<file path="src/rtl/prover_compute_h_ctrl.sv">
// prover_compute_h_ctrl: steps H(gamma) element multiplies
// over all (round, point) pairs, one accepted tau per product.
//
// Ports:
//   clk, rst          clock, sync active-high reset
//   start             begin an evaluation (IDLE only)
//   tau_in/valid/ready  upstream tau handshake
//   elem_restart      round-0 multiplicand select level
//   elem_en           one-cycle multiply start
//   elem_done         last point of the current round
//   elem_tau          registered tau
//   elem_m_tau_p1     registered (1 - tau) mod p
//   elem_ready_pulse  per-element multiply-complete pulses
//   h_valid           results valid, capture into v_q
//   round_idx         current bit round
//   point_idx         current point
//   busy              not idle
//   done_pulse        pulse after the final h_valid

`ifndef F_NBITS
`define F_NBITS 61
`endif
`ifndef F_PRIME
`define F_PRIME 61'h1fff_ffff_ffff_ffff
`endif

module prover_compute_h_ctrl #(
  parameter int nidbits = 3,
  parameter int npoints = 3,
  parameter int nelem   = 8,
  localparam int RW = (nidbits > 1) ? $clog2(nidbits) : 1,
  localparam int PW = (npoints > 1) ? $clog2(npoints) : 1,
  localparam int FN = `F_NBITS
) (
  input  logic             clk,
  input  logic             rst,
  input  logic             start,
  input  logic [FN-1:0]    tau_in,
  input  logic             tau_valid,
  output logic             tau_ready,
  output logic             elem_restart,
  output logic             elem_en,
  output logic             elem_done,
  output logic [FN-1:0]    elem_tau,
  output logic [FN-1:0]    elem_m_tau_p1,
  input  logic [nelem-1:0] elem_ready_pulse,
  output logic             h_valid,
  output logic [RW-1:0]    round_idx,
  output logic [PW-1:0]    point_idx,
  output logic             busy,
  output logic             done_pulse
);

  localparam logic [FN-1:0] PRIME = FN'(`F_PRIME);
  localparam logic [RW-1:0] RLAST = RW'(nidbits - 1);
  localparam logic [PW-1:0] PLAST = PW'(npoints - 1);

  localparam logic [2:0] IDLE     = 3'd0;
  localparam logic [2:0] WAIT_TAU = 3'd1;
  localparam logic [2:0] ISSUE    = 3'd2;
  localparam logic [2:0] WAIT_MUL = 3'd3;
  localparam logic [2:0] NEXT     = 3'd4;

  logic [2:0]       state;
  logic [nelem-1:0] collect;
  logic [nelem-1:0] collect_nxt;
  logic [FN-1:0]    m_tau;
  logic             last_point;
  logic             last_round;

  assign last_point  = (point_idx == PLAST);
  assign last_round  = (round_idx == RLAST);
  assign collect_nxt = collect | elem_ready_pulse;

  // p + 1 - tau overflows for tau==0 and is p (not 0)
  // for tau==1, so both ends are pinned explicitly.
  always_comb begin
    m_tau = PRIME - tau_in + FN'(1);
    unique case (1'b1)
      (tau_in == '0):     m_tau = FN'(1);
      (tau_in == FN'(1)): m_tau = '0;
      default:            m_tau = PRIME - tau_in + FN'(1);
    endcase
  end

  assign busy      = (state != IDLE);
  assign tau_ready = (state == WAIT_TAU);
  assign elem_en   = (state == ISSUE);
  assign h_valid   = (state == NEXT);
  assign elem_done = ((state == ISSUE) || (state == WAIT_MUL))
                     && last_point;

  always_ff @(posedge clk) begin
    if (rst) begin
      state         <= IDLE;
      elem_restart  <= 1'b0;
      elem_tau      <= '0;
      elem_m_tau_p1 <= '0;
      round_idx     <= '0;
      point_idx     <= '0;
      collect       <= '0;
      done_pulse    <= 1'b0;
    end else begin
      done_pulse <= 1'b0;
      unique case (state)
        IDLE: begin
          // done_pulse is seen in the first idle cycle;
          // a start there belongs to the finished run.
          if (start && !done_pulse) begin
            state        <= WAIT_TAU;
            elem_restart <= 1'b1;
            round_idx    <= '0;
            point_idx    <= '0;
          end
        end
        WAIT_TAU: begin
          if (tau_valid) begin
            elem_tau      <= tau_in;
            elem_m_tau_p1 <= m_tau;
            state         <= ISSUE;
          end
        end
        ISSUE: begin
          collect <= '0;
          state   <= WAIT_MUL;
        end
        WAIT_MUL: begin
          collect <= collect_nxt;
          if (&collect_nxt) state <= NEXT;
        end
        NEXT: begin
          state <= WAIT_TAU;
          if (!last_point) begin
            point_idx <= point_idx + PW'(1);
          end else if (!last_round) begin
            point_idx    <= '0;
            round_idx    <= round_idx + RW'(1);
            elem_restart <= 1'b0;
          end else begin
            done_pulse   <= 1'b1;
            elem_restart <= 1'b0;
            state        <= IDLE;
          end
        end
        default: state <= IDLE;
      endcase
    end
  end

endmodule
</file>
<file path="config.mk">
export PLATFORM = sky130hd
export DESIGN_NAME = prover_compute_h_ctrl
export DESIGN_NICKNAME = d
export VERILOG_FILES = /design/src/rtl/prover_compute_h_ctrl.sv
export SDC_FILE = /design/constraint.sdc
export NUM_CORES = 1
export LEC_CHECK = 0
export ABC_CLOCK_PERIOD_IN_PS = 4300
export CORE_MARGIN = 4
export CORE_UTILIZATION = 55
export CTS_CLUSTER_DIAMETER = 40
export CTS_CLUSTER_SIZE = 25
export DETAILED_ROUTE_END_ITERATION = 8
export DONT_BUFFER_PORTS = 1
export PLACE_DENSITY = 0.72
export SETUP_SLACK_MARGIN = 0.1
export SYNTH_ARGS = -nofsm -noshare
export SYNTH_HDL_FRONTEND = slang
export SYNTH_SLANG_ARGS = --single-unit
</file>
<file path="constraint.sdc">
create_clock -name clk -period 4.3 [get_ports clk]
set_input_delay 0.43 -clock clk [delete_from_list [all_inputs] [get_ports clk]]
set_output_delay 0.43 -clock clk [all_outputs]
set_load 0.1 [all_outputs]
</file>
Yosys cells after proc, flatten, opt, wreduce, memory -nomap -nowiden
Index checks and enable logic that the tools add are counted.

Register bits: 139. Input port bits: 73. Output and inout port bits: 133. Logic and storage cells: 63.

$add $sub $neg: 4. Equal/unequal tests: 13. Multiplexer cells: 19. Bitwise gates (word level): 3. Reduce and logical (&&, ||, !) cells: 16.

Operators by type and width (number): 61-bit case mux with 2 select lines (1); 61-bit by 1-bit adder with 61-bit output, second input constant (1); 61-bit by 1-bit equality test with 1-bit output, second input constant (1); 61-bit zero test (1); 61-bit subtractor, first input constant (1); 8-bit case mux with 2 select lines (1); 3-bit case mux with 5 select lines (1); 2-bit 2-to-1 mux (5); 3-bit 2-to-1 mux (3); 3-bit AND reduction (3); 8-bit OR (1); 2-bit case mux with 2 select lines (2); 8-bit AND reduction (1); 3-bit by 2-bit equality test with 1-bit output, second input constant (2); 2-bit inequality test, second input constant (3); 1-bit 2-to-1 mux (5); 2-bit by 1-bit adder with 2-bit output, second input constant (2); 2-bit equality test, second input constant (2); 2-bit by 1-bit inequality test with 1-bit output, second input constant (2); 4-bit AND reduction (1); 2-bit nonzero test (2); 3-bit by 1-bit equality test with 1-bit output, second input constant (1); 3-bit equality test, second input constant (1); 3-bit zero test (1); other kinds (9) (11).

Logic depth before layout (Yosys ltp)
Gate-level depths: netlist of run 1.

Word-level depth: 4. Depth in mapped cells: 9. Gate-level depth less buffers: 8.

Least setup slack after synthesis of run 1
Ideal clock, no wire load.

Path type: input-to-reg. From: input tau_in[17]. To: register elem_m_tau_p1[54]. Library setup time: 117 ps. Data arrival time: 2580 ps. Slack: 1602 ps. Cell stages on the path: 8. Path through: or4_4 or4_1 buf_6 nor4_4 buf_6 nand3_1 xor2_1 a32o_1.

Cells in the longest elaborated chain, start to end: 3. Elaborated cells on any way between the ends: 5.

RTL lines: from (decl) (RTL line 38) `input logic [FN-1:0] tau_in,`; 61-bit subtractor (RTL line 82) `default: m_tau = PRIME - tau_in + FN'(1);`; 61-bit by 1-bit adder with 61-bit output (RTL line 82); 61-bit case mux with 2 select lines * (RTL line 79) `unique case (1'b1)`; to (signal assigned) (RTL line 119) `elem_m_tau_p1 <= m_tau;`; to (decl) (RTL line 45) `output logic [FN-1:0] elem_m_tau_p1,`.

Mark *: on every way between the ends. The rest lies on a longest branch, timed or not. A chain may end at the register's enable or synchronous reset.

Final worst setup path of run 1
From: input tau_in[17]. To: register elem_m_tau_p1[53].

Same word-level chain as after synthesis.

==> results of run 1 <==
## final cells by class
type / count / area (um2) / share of cell area
Timing Repair Buffer: 7 / 72.6 / 0.0109
Tap cell: 140 / 175 / 0.0264
Multi-Input combinational cell: 549 / 3110 / 0.467
Clock inverter: 3 / 17.5 / 0.00264
Sequential cell: 139 / 2780 / 0.419
Inverter: 6 / 22.5 / 0.00339
Clock buffer: 24 / 470 / 0.0708
## worst max-delay path, cell delays in order
cell     delay (ns)
or4_4          0.54
or4_1          0.65
nor3_1         0.42
a31oi_4        0.43
and2_1         0.60
a32o_1         0.34
## metal layers
layer	GRT usage	vias up	wire [um]
li1	-	2529	-
met1	0.304	2375	6500
met2	0.398	240	7580
met3	0.110	31	1890
met4	0.102	0	323
met5	0	-	0
## logic make-up (layout without fill, tap and decap cells)
group / count (synthesis) / after routing
flip-flops: 139 / 139
buffers and inverters: 52 / 40
AO/OA/AOI/OAI: 158 / 158
XOR/XNOR: 49 / 49
adder cells (fa/ha/maj): 3 / 3
multiplexers: 2 / 2
AND/OR/NAND/NOR: 337 / 337
## worst min path at each step
| stage | startpoint | endpoint | slack, ns | depth (start not counted) |
|---|---|---|---|---|
| finish | tau_in[12] | elem_tau[12] | 0.03 | 2 |
| global route | tau_in[47] | elem_tau[47] | 0.01 | 2 |
| CTS | tau_in[22] | elem_tau[22] | 0.0008 | 2 |
| detailed placement | collect[7] | collect[7] | 0.46 | 2 |
| global placement | collect[2] | collect[2] | 0.44 | 2 |
| floorplan | collect[2] | collect[2] | 0.43 | 2 |
## cells in the mapped netlist, types with 3 or more instances
library cell and number:
o31ai_1 3, nand4_1 6, a31oi_1 4, nand3_1 12, nor4b_1 3, a211oi_1 5
nor4_1 17, a21oi_1 82, o21ai_0 6, nor2b_1 5, buf_1 6, nand2b_1 6
a32o_1 7, nand3b_1 3, or4_1 5, or3_1 11, xor2_1 24, clkbuf_1 37
nand2_1 148, nor3_1 16, ha_1 3, a22oi_1 28, o22ai_1 3, xnor2_1 25
inv_1 6, a32oi_1 4, nor2_1 86, dfxtp_1 139, a22o_1 13
## sequential cells by signal, summed over array words and instances (netlist names)
name / flops
elem_m_tau_p1: 61
collect: 8
done_pulse: 1
elem_tau: 61
point_idx: 2
round_idx: 2
state: 3
elem_restart: 1
## where the power goes
part | internal (mW) | total [mW] | switching, mW
logic | 0.0952 | 0.272 | 0.177
registers | 1.36 | 1.89 | 0.531
clock network | 0.735 | 1.23 | 0.496
## placed cells by master, fill, tap and decap left out, drive strengths merged, types with 4 or more instances in the layout
cell / n
nand4: 6
nor3: 16
or4: 6
nand2b: 6
a22oi: 28
a32oi: 4
nor2b: 5
xor2: 24
nand2: 148
or3: 11
inv: 6
nor2: 86
nor4: 20
clkbuf: 24
xnor2: 25
a22o: 13
o21ai: 7
a31oi: 4
nor4b: 5
a211oi: 5
a21oi: 82
dfxtp: 139
a32o: 7
buf: 7
nand3: 12
==> flow_metrics.py, run 1 <==
metrics = {
    "clock_network": {
        "root_buffer": "clkbuf_8",
        "cts_hold_buf": 1,
        "cts_tree": "done",
        "postCtsSetupBuffers": 0,
        "cts_made_buffers": 17,
        "clk_path_buf_depth": 2,
        "insertion_delay_ns": 0.53,
        "htreeDepth": 4,
        "cts_resized": 0,
        "clock-sinks": 139,
        "clk_pin_slew_worst_paths_ns": 0.06,
    },
    "status": {
        "status": "finished, final reports clean",
    },
    "routing": {
        "drc": 0,
        "drt_wl_total_mm": 16.3,
        "viasPerCell": 5.96,
        "first_pass_iters": 5,
        "ant_nets": 0,
        "routedWlPerCell_um": 18.8,
        "vias": 5175,
        "drtIter0Drc": 501,
    },
    "setup_path": {
        "crit_start": "tau_in[17]",
        "cp-start-kind": "primary input",
        "cp_max_fo": 32,
        "r2r-end": "elem_m_tau_p1[53]",
        "critPathKind": "primary input to flip-flop",
        "r2r-start": "state[1]",
        "crit_end": "elem_m_tau_p1[53]",
        "required_ns": 4.72,
        "rr_worst_depth": 5,
        "crit_arrival_ns": 3.43,
        "cp-end-kind": "flip-flop",
        "r2r_slack_ns": 1.51,
    },
    "synth": {
        "synth_area_mm2": 0.00607,
        "synth_edf_count": 0,
        "synth-async-reset-ratio": 0,
        "postSynthCellCount": 740,
        "synth_top_family_by_area": "simple AND/OR/NAND/NOR gates",
        "synth_area_leaders": "dfxtp_1 (46%), nand2_1 (9.2%), a21oi_1 (6.8%), nor2_1 (5.3%), xnor2_1 (3.6%)",
        "syn_area_per_cell_um2": 8.20,
        "muxShareOfSynthArea": 0.00330,
        "seq_area_frac_synth": 0.459,
        "netlist.area_leader.share": 0.459,
        "synth_seq_cells": 139,
        "synth_compound_area_frac": 0.164,
        "synthDistinctLibCells": 49,
        "synthFlopType": "dfxtp_1",
        "synth_top_cell_by_area": "dfxtp_1",
        "synth_xor_area_frac": 0.0707,
        "synth_nets": 816,
        "synth_fa_ha_area_frac": 0.00619,
        "yosysWarnings": 0,
        "synthSimpleGateAreaFrac": 0.262,
    },
    "grt": {
        "grt_pass1_vias": 5007,
        "grt_pass1_wl_mm": 25.8,
        "antenna_found_initial": 0,
        "track_usage": 0.253,
        "grt-ovfl-total": 0,
        "grt_max_degree": 105,
    },
    "timing": {
        "setup_ws_ns": 1.29,
        "setup_violations": 0,
        "tns_ns": 0,
        "hold_slack_ns": 0.0334,
        "fin_crit_ns": 3.01,
        "hold_viol_final": 0,
        "fmax_ghz": 0.332,
        "slew_headroom": 0.210,
        "rsz0062_at_grt": "no",
        "period_share": 0.700,
        "worst_slew_pin_slew_ns": 1.18,
        "drv_slew": 0,
        "fin_skew_ns": 0.00508,
    },
    "power_and_ir_drop": {
        "p_leak_nw": 2.26,
        "powerDensity_mw_per_mm2": 511,
        "totalPowerFinal_mw": 3.40,
        "peakVddDrop_mv": 0.278,
    },
    "place": {
        "dp.cells": 840,
        "gp_congestion": 0.841,
        "dpl_cell_area_mm2": 0.00613,
        "place_hpwl_mm": 11.3,
        "io_buffers": 0,
        "preCtsSetupSlack_ns": 0.773,
    },
    "final_layout": {
        "final_cells": 868,
        "fillers": 916,
        "stdcell_area_mm2": 0.00665,
        "antenna_cells": 0,
        "drive_gt1_frac": 0.0632,
        "final_util": 0.613,
        "num-nets-final": 796,
        "area_growth_pct": 9.55,
    },
    "die": {
        "core_mm2": 0.0108,
        "dieWidth_um": 113,
        "num_rows": 38,
        "die-height_um": 113,
        "die-area_mm2": 0.0128,
        "start_util": 0.560,
        "io-pin-count": 206,
    },
    "job": {
        "cap_violations": 0,
    },
    "min_path": {
        "hold_path_class": "primary input to flip-flop",
    },
}
No activity file was read; power rests on OpenSTA's default activity.
==> run 2: changes to the inputs <==
--- a/config.mk
+++ b/config.mk
@@ -5,7 +5,7 @@
 export SDC_FILE = /design/constraint.sdc
 export NUM_CORES = 1
 export LEC_CHECK = 0
-export ABC_CLOCK_PERIOD_IN_PS = 4300
+export ABC_CLOCK_PERIOD_IN_PS = 2900
 export CORE_MARGIN = 4
 export CORE_UTILIZATION = 55
 export CTS_CLUSTER_DIAMETER = 40
==> constraint.sdc (replaced) <==
create_clock -name clk -period 2.9 [get_ports clk]
set_input_delay 0.29 -clock clk [delete_from_list [all_inputs] [get_ports clk]]
set_output_delay 0.29 -clock clk [all_outputs]
set_load 0.1 [all_outputs]
==> run 2 against run 1 <==
Cell area up 16%; setup slack worse by 0.83 ns; clock skew up 0.0029 ns; sequential cell count unchanged; die area unchanged; clock power up 74%; sequential share of layout area down 5.7 points; routed wire length up 10%; non-clock buffer count up 99; total power up 61%; hold slack worse by 0.016 ns.
==> flow_metrics.py, run 2 (synthesized netlist as in run 1, its figures left out) <==
metrics = {
    "final_layout": {
        "final_cell_mix": "nand2_1 (148), dfxtp_1 (139), nor2_1 (84), a21oi_1 (82), dlygate4sd3_1 (69)",
        "antenna_cells": 0,
        "reg_top3": "elem_m_tau_p1 x61, elem_tau x61, collect x8",
        "area_growth_pct": 26.7,
        "final_cells": 971,
        "layout_commonest_cell": "nand2_1",
        "drive_gt1_frac": 0.0975,
        "multi_input_area_mm2": 0.00311,
        "seqCellArea_mm2": 0.00278,
        "fillers": 777,
        "num-nets-final": 895,
    },
    "clock_network": {
        "cts_made_buffers": 17,
        "root_buffer": "clkbuf_8",
        "clock-sinks": 139,
        "insertion_delay_ns": 0.53,
        "cts_tree": "done",
        "clk_path_buf_depth": 2,
        "htreeDepth": 4,
        "clk_pin_slew_worst_paths_ns": 0.06,
        "postCtsSetupBuffers": 0,
    },
    "setup_path": {
        "cp_max_fo": 83,
        "cp-start-kind": "flip-flop",
        "critPathKind": "flip-flop to flip-flop",
        "cpPeakStageDelay_ns": 0.56,
        "cpLargestDelayFamily": "buffers and inverters",
        "crit_buf_inv": 2,
        "required_ns": 3.38,
        "r2r_slack_ns": 0.46,
        "cp-end-kind": "flip-flop",
        "cp_slowest_cell": "dlygate4sd3_1",
        "worstPathCellList": "nand2b_1 > nand2b_4 > buf_12 > nand2_1 > a21oi_1 > dlygate4sd3_1",
        "crit_arrival_ns": 2.92,
    },
    "timing": {
        "fmax_ghz": 0.410,
        "drv_slew": 0,
        "fin_crit_ns": 2.44,
        "hold_viol_final": 0,
        "rsz0062_at_grt": "no",
        "slew_headroom": 0.314,
        "hold_slack_ns": 0.0172,
        "setup_violations": 0,
        "period_share": 0.841,
        "worst_slew_pin_slew_ns": 1.03,
        "fin_skew_ns": 0.00797,
        "tns_ns": 0,
    },
    "routing": {
        "routedWlPerCell_um": 18.5,
        "first_pass_iters": 5,
        "ant_nets": 0,
        "drt_wl_total_mm": 18.0,
        "viasPerCell": 5.98,
        "vias": 5811,
        "drtIter0Drc": 501,
        "drc": 0,
    },
    "place": {
        "io_buffers": 0,
        "place_hpwl_mm": 11.5,
        "gp_congestion": 0.815,
        "dp.cells": 870,
    },
    "grt": {
        "antenna_found_initial": 0,
        "grt-ovfl-total": 0,
        "grt_max_degree": 105,
        "grt_pass1_wl_mm": 28.5,
        "track_usage": 0.276,
        "grt_pass1_vias": 5720,
    },
    "die": {
        "start_util": 0.560,
        "dieWidth_um": 113,
        "die-area_mm2": 0.0128,
        "die-height_um": 113,
        "num_rows": 38,
        "core_mm2": 0.0108,
        "io-pin-count": 206,
    },
    "status": {
        "status": "finished, final reports clean",
    },
    "min_path": {
        "hold_path_class": "primary input to flip-flop",
    },
    "job": {
        "cap_violations": 0,
    },
    "power_and_ir_drop": {
        "peakVddDrop_mv": 0.530,
        "p_leak_nw": 2.76,
        "powerDensity_mw_per_mm2": 712,
    },
}
==> run 2: area by class of cell <==
type	instances	share of cell area
flip-flops and latches	139	0.362
clock buffers	26	0.0661
well taps	140	0.0228
clock inverters	5	0.0106
inverters	6	0.00293
multi-input cells	549	0.404
repair buffers	106	0.132
==> run 2: power by group <==
group	internal, mW	leakage (nW)	switching (mW)	total (mW)
clock network	1.36	0.287	0.783	2.14
logic	0.230	1.34	0.389	0.620
registers	2.02	1.13	0.694	2.71
total	3.61	2.76	1.87	5.47
==> run 2: tightest hold or removal path, delay by kind of cell <==
family | cells | cell delay [ns]
xor gates and xnor gates | 1 | 0.09
and+or+nand+nor | 1 | 0.07
AOI/OAI and AO/OA | 1 | 0.06
==> run 2: stage by stage <==
stage	setup slack, ns	total power [mW]	utilization	area (um2)
after floorplan	0.342	3.15	-	6070
after global placement	0.108	3.24	0.589	6380
after detailed placement	0.0586	3.26	0.589	6380
after CTS	0.492	5.49	0.709	7690
after global routing	0.284	5.63	0.709	7690
final	0.460	5.47	0.709	7690
==> run 2: path summary, 6_finish.rpt <==
| path | to | from | cells past startpoint |
|---|---|---|---|
| worst max-delay path | elem_tau[11] | state[2] | 6 |
| worst min-delay path | elem_m_tau_p1[16] | tau_in[16] | 3 |
| worst max register to register | elem_tau[11] | state[2] | 6 |
| worst min register to register | collect[0] | collect[0] | 2 |
==> run 2: what timing repair did <==
action,4_1_cts,5_1_grt
gates resized for setup,0,0
hold endpoints to repair,119,0
hold buffers,70,0
==> run 2: metal layers <==
metal / up-vias / share of wire / GRT usage
met5: - / 0 / 0
met2: 348 / 0.47 / 0.445
met4: 0 / 0.030 / 0.127
met1: 2670 / 0.39 / 0.326
li1: 2734 / - / -
met3: 59 / 0.11 / 0.105
==> run 3: changes to the inputs <==
--- a/config.mk
+++ b/config.mk
@@ -5,14 +5,14 @@
 export SDC_FILE = /design/constraint.sdc
 export NUM_CORES = 1
 export LEC_CHECK = 0
-export ABC_CLOCK_PERIOD_IN_PS = 2900
+export ABC_CLOCK_PERIOD_IN_PS = 2200
 export CORE_MARGIN = 4
 export CORE_UTILIZATION = 55
 export CTS_CLUSTER_DIAMETER = 40
 export CTS_CLUSTER_SIZE = 25
 export DETAILED_ROUTE_END_ITERATION = 8
 export DONT_BUFFER_PORTS = 1
-export PLACE_DENSITY = 0.72
+export PLACE_DENSITY = 0.75
 export SETUP_SLACK_MARGIN = 0.1
 export SYNTH_ARGS = -nofsm -noshare
 export SYNTH_HDL_FRONTEND = slang
==> constraint.sdc (replaced) <==
create_clock -name clk -period 2.2 [get_ports clk]
set_input_delay 0.22 -clock clk [delete_from_list [all_inputs] [get_ports clk]]
set_output_delay 0.22 -clock clk [all_outputs]
set_load 0.1 [all_outputs]
==> run 3 against run 2 <==
Combinational power grew to 3.2 times the previous value; hold slack lost 0.0013 ns; cell area grew 16%; total power grew 38%; critical endpoint is now elem_m_tau_p1[55].
==> flow_metrics.py, run 3 (synthesized netlist as in run 1, its figures left out) <==
metrics = {
    "die": {
        "die-height_um": 113,
        "dieWidth_um": 113,
        "io-pin-count": 206,
        "core_mm2": 0.0108,
        "die-area_mm2": 0.0128,
        "start_util": 0.560,
        "num_rows": 38,
    },
    "final_layout": {
        "final_cells": 1117,
        "drive_gt1_frac": 0.252,
        "num-nets-final": 1040,
        "reg_top3": "elem_m_tau_p1 x61, elem_tau x61, collect x8",
        "fillers": 620,
        "antenna_cells": 0,
        "stdcell_area_mm2": 0.00889,
        "final_cell_mix": "buf_4 (173), nand2_1 (141), dfxtp_1 (137), nor2_1 (82), a21oi_1 (81)",
        "layout_commonest_cell": "buf_4",
        "area_growth_pct": 46.5,
        "final_util": 0.820,
    },
    "place": {
        "gp_congestion": 0.896,
        "io_buffers": 0,
        "dpl_cell_area_mm2": 0.00754,
        "dp.cells": 1012,
        "place_hpwl_mm": 13.3,
    },
    "grt": {
        "use_met1": 0.399,
        "grt_pass1_wl_mm": 37.1,
        "grt_pass1_vias": 6972,
        "use_met3": 0.122,
        "gr-max-usage-layer": "met2",
        "grt-ovfl-total": 0,
        "grt_max_degree": 105,
        "gr-usage-met2": 0.624,
        "antenna_found_initial": 0,
        "track_usage": 0.365,
    },
    "routing": {
        "drt_wl_total_mm": 24.0,
        "viasPerCell": 6.20,
        "routedWlPerCell_um": 21.5,
        "ant_nets": 0,
        "drtIter0Drc": 910,
        "first_pass_iters": 6,
        "drc": 0,
        "vias": 6922,
    },
    "power_and_ir_drop": {
        "powerDensity_mw_per_mm2": 849,
        "peakVddDrop_mv": 0.646,
        "p_leak_nw": 3.56,
    },
    "clock_network": {
        "clk_pin_slew_worst_paths_ns": 0.06,
        "cts_tree": "done",
        "htreeDepth": 4,
        "cts_made_buffers": 17,
        "clk_path_buf_depth": 2,
        "insertion_delay_ns": 0.54,
        "clock-sinks": 139,
        "root_buffer": "clkbuf_8",
    },
    "min_path": {
        "hold_path_class": "primary input to flip-flop",
        "hold_end": "elem_m_tau_p1[41]",
        "min_from": "tau_in[40]",
        "hold_depth": 4,
    },
    "setup_path": {
        "critPathKind": "primary input to flip-flop",
        "cp-start-kind": "primary input",
        "required_ns": 2.62,
        "crit_arrival_ns": 2.44,
        "cp-end-kind": "flip-flop",
        "cp_max_fo": 4,
        "r2r-start": "state[2]",
        "rr_worst_depth": 6,
        "r2r-end": "elem_tau[18]",
        "r2r_slack_ns": 0.26,
    },
    "timing": {
        "tns_ns": 0,
        "fin_skew_ns": 0.00782,
        "hold_viol_final": 0,
        "setup_violations": 0,
        "fmax_ghz": 0.497,
        "rsz0062_at_grt": "no",
        "worst_slew_pin_slew_ns": 0.808,
        "period_share": 0.915,
        "fin_crit_ns": 2.01,
        "drv_slew": 0,
        "slew_headroom": 0.461,
    },
    "job": {
        "cap_violations": 0,
    },
    "status": {
        "status": "finished, final reports clean",
    },
}
## run 3: cell types whose count changed in the layout (fill, tap and decap cells not counted), sizes merged
cell,before,now
nand2b,6,7
dlygate4sd3,69,70
clkinv,2,3
buf,37,180
## run 3: report_power, final
group	internal, mW	total, mW	switching (mW)	leakage [nW]
clock network	1.79	2.86	1.07	0.291
logic	0.471	1.96	1.49	2.13
registers	2.66	2.73	0.0661	1.13
## run 3: stage by stage
step	total power, mW	hold WS [ns]	setup WS (ns)
floorplan	4.16	0.356	-0.262
global placement	4.46	0.299	-0.265
detailed placement	4.50	0.304	-0.317
CTS	7.47	0.00170	0.198
global route	7.75	0.00817	0.145
finish	7.55	0.0159	0.186
## run 3: what timing repair did
| item | in CTS | in global routing |
|---|---|---|
| hold endpoints to repair | 139 | 0 |
| gates resized for setup | 2 | 5 |
| setup endpoints to repair | 16 | 43 |
| buffers inserted | 0 | 1 |
| hold buffers | 71 | 0 |
| cloned | 0 | 1 |
| pin swaps | 0 | 0 |
## run 3: per-layer routing
layer	vias to the layer above	routed length (um)
li1	3032	-
met5	-	0
met2	542	11500
met1	3186	8190
met3	162	2780
met4	0	1490
## run 3: critical path, stage by stage
cell     delay (ns)
or4_4          0.55
or4b_4         0.55
nor4_4         0.28
buf_4          0.18
nand2_1        0.08
or3_1          0.33
a32o_1         0.25
## run 3: worst max-delay path by stage
stage	cells past startpoint	end	from
6_report	7	elem_m_tau_p1[55]	tau_in[27]
5_1_grt	5	h_valid	state[1]
4_1_cts	7	elem_m_tau_p1[55]	tau_in[27]
3_5_place_dp	7	elem_m_tau_p1[55]	tau_in[27]
3_3_place_gp	7	elem_m_tau_p1[55]	tau_in[27]
2_1_floorplan	7	elem_m_tau_p1[31]	tau_in[17]
## run 3: area by class of cell
class	count	area, um2	share of cell area
Multi-Input combinational cell	550	3180	0.358
Tap cell	140	175	0.0197
Sequential cell	139	2790	0.313
Clock buffer	26	508	0.0571
Timing Repair Buffer	250	2140	0.240
Clock inverter	6	82.6	0.00929
Inverter	6	22.5	0.00253
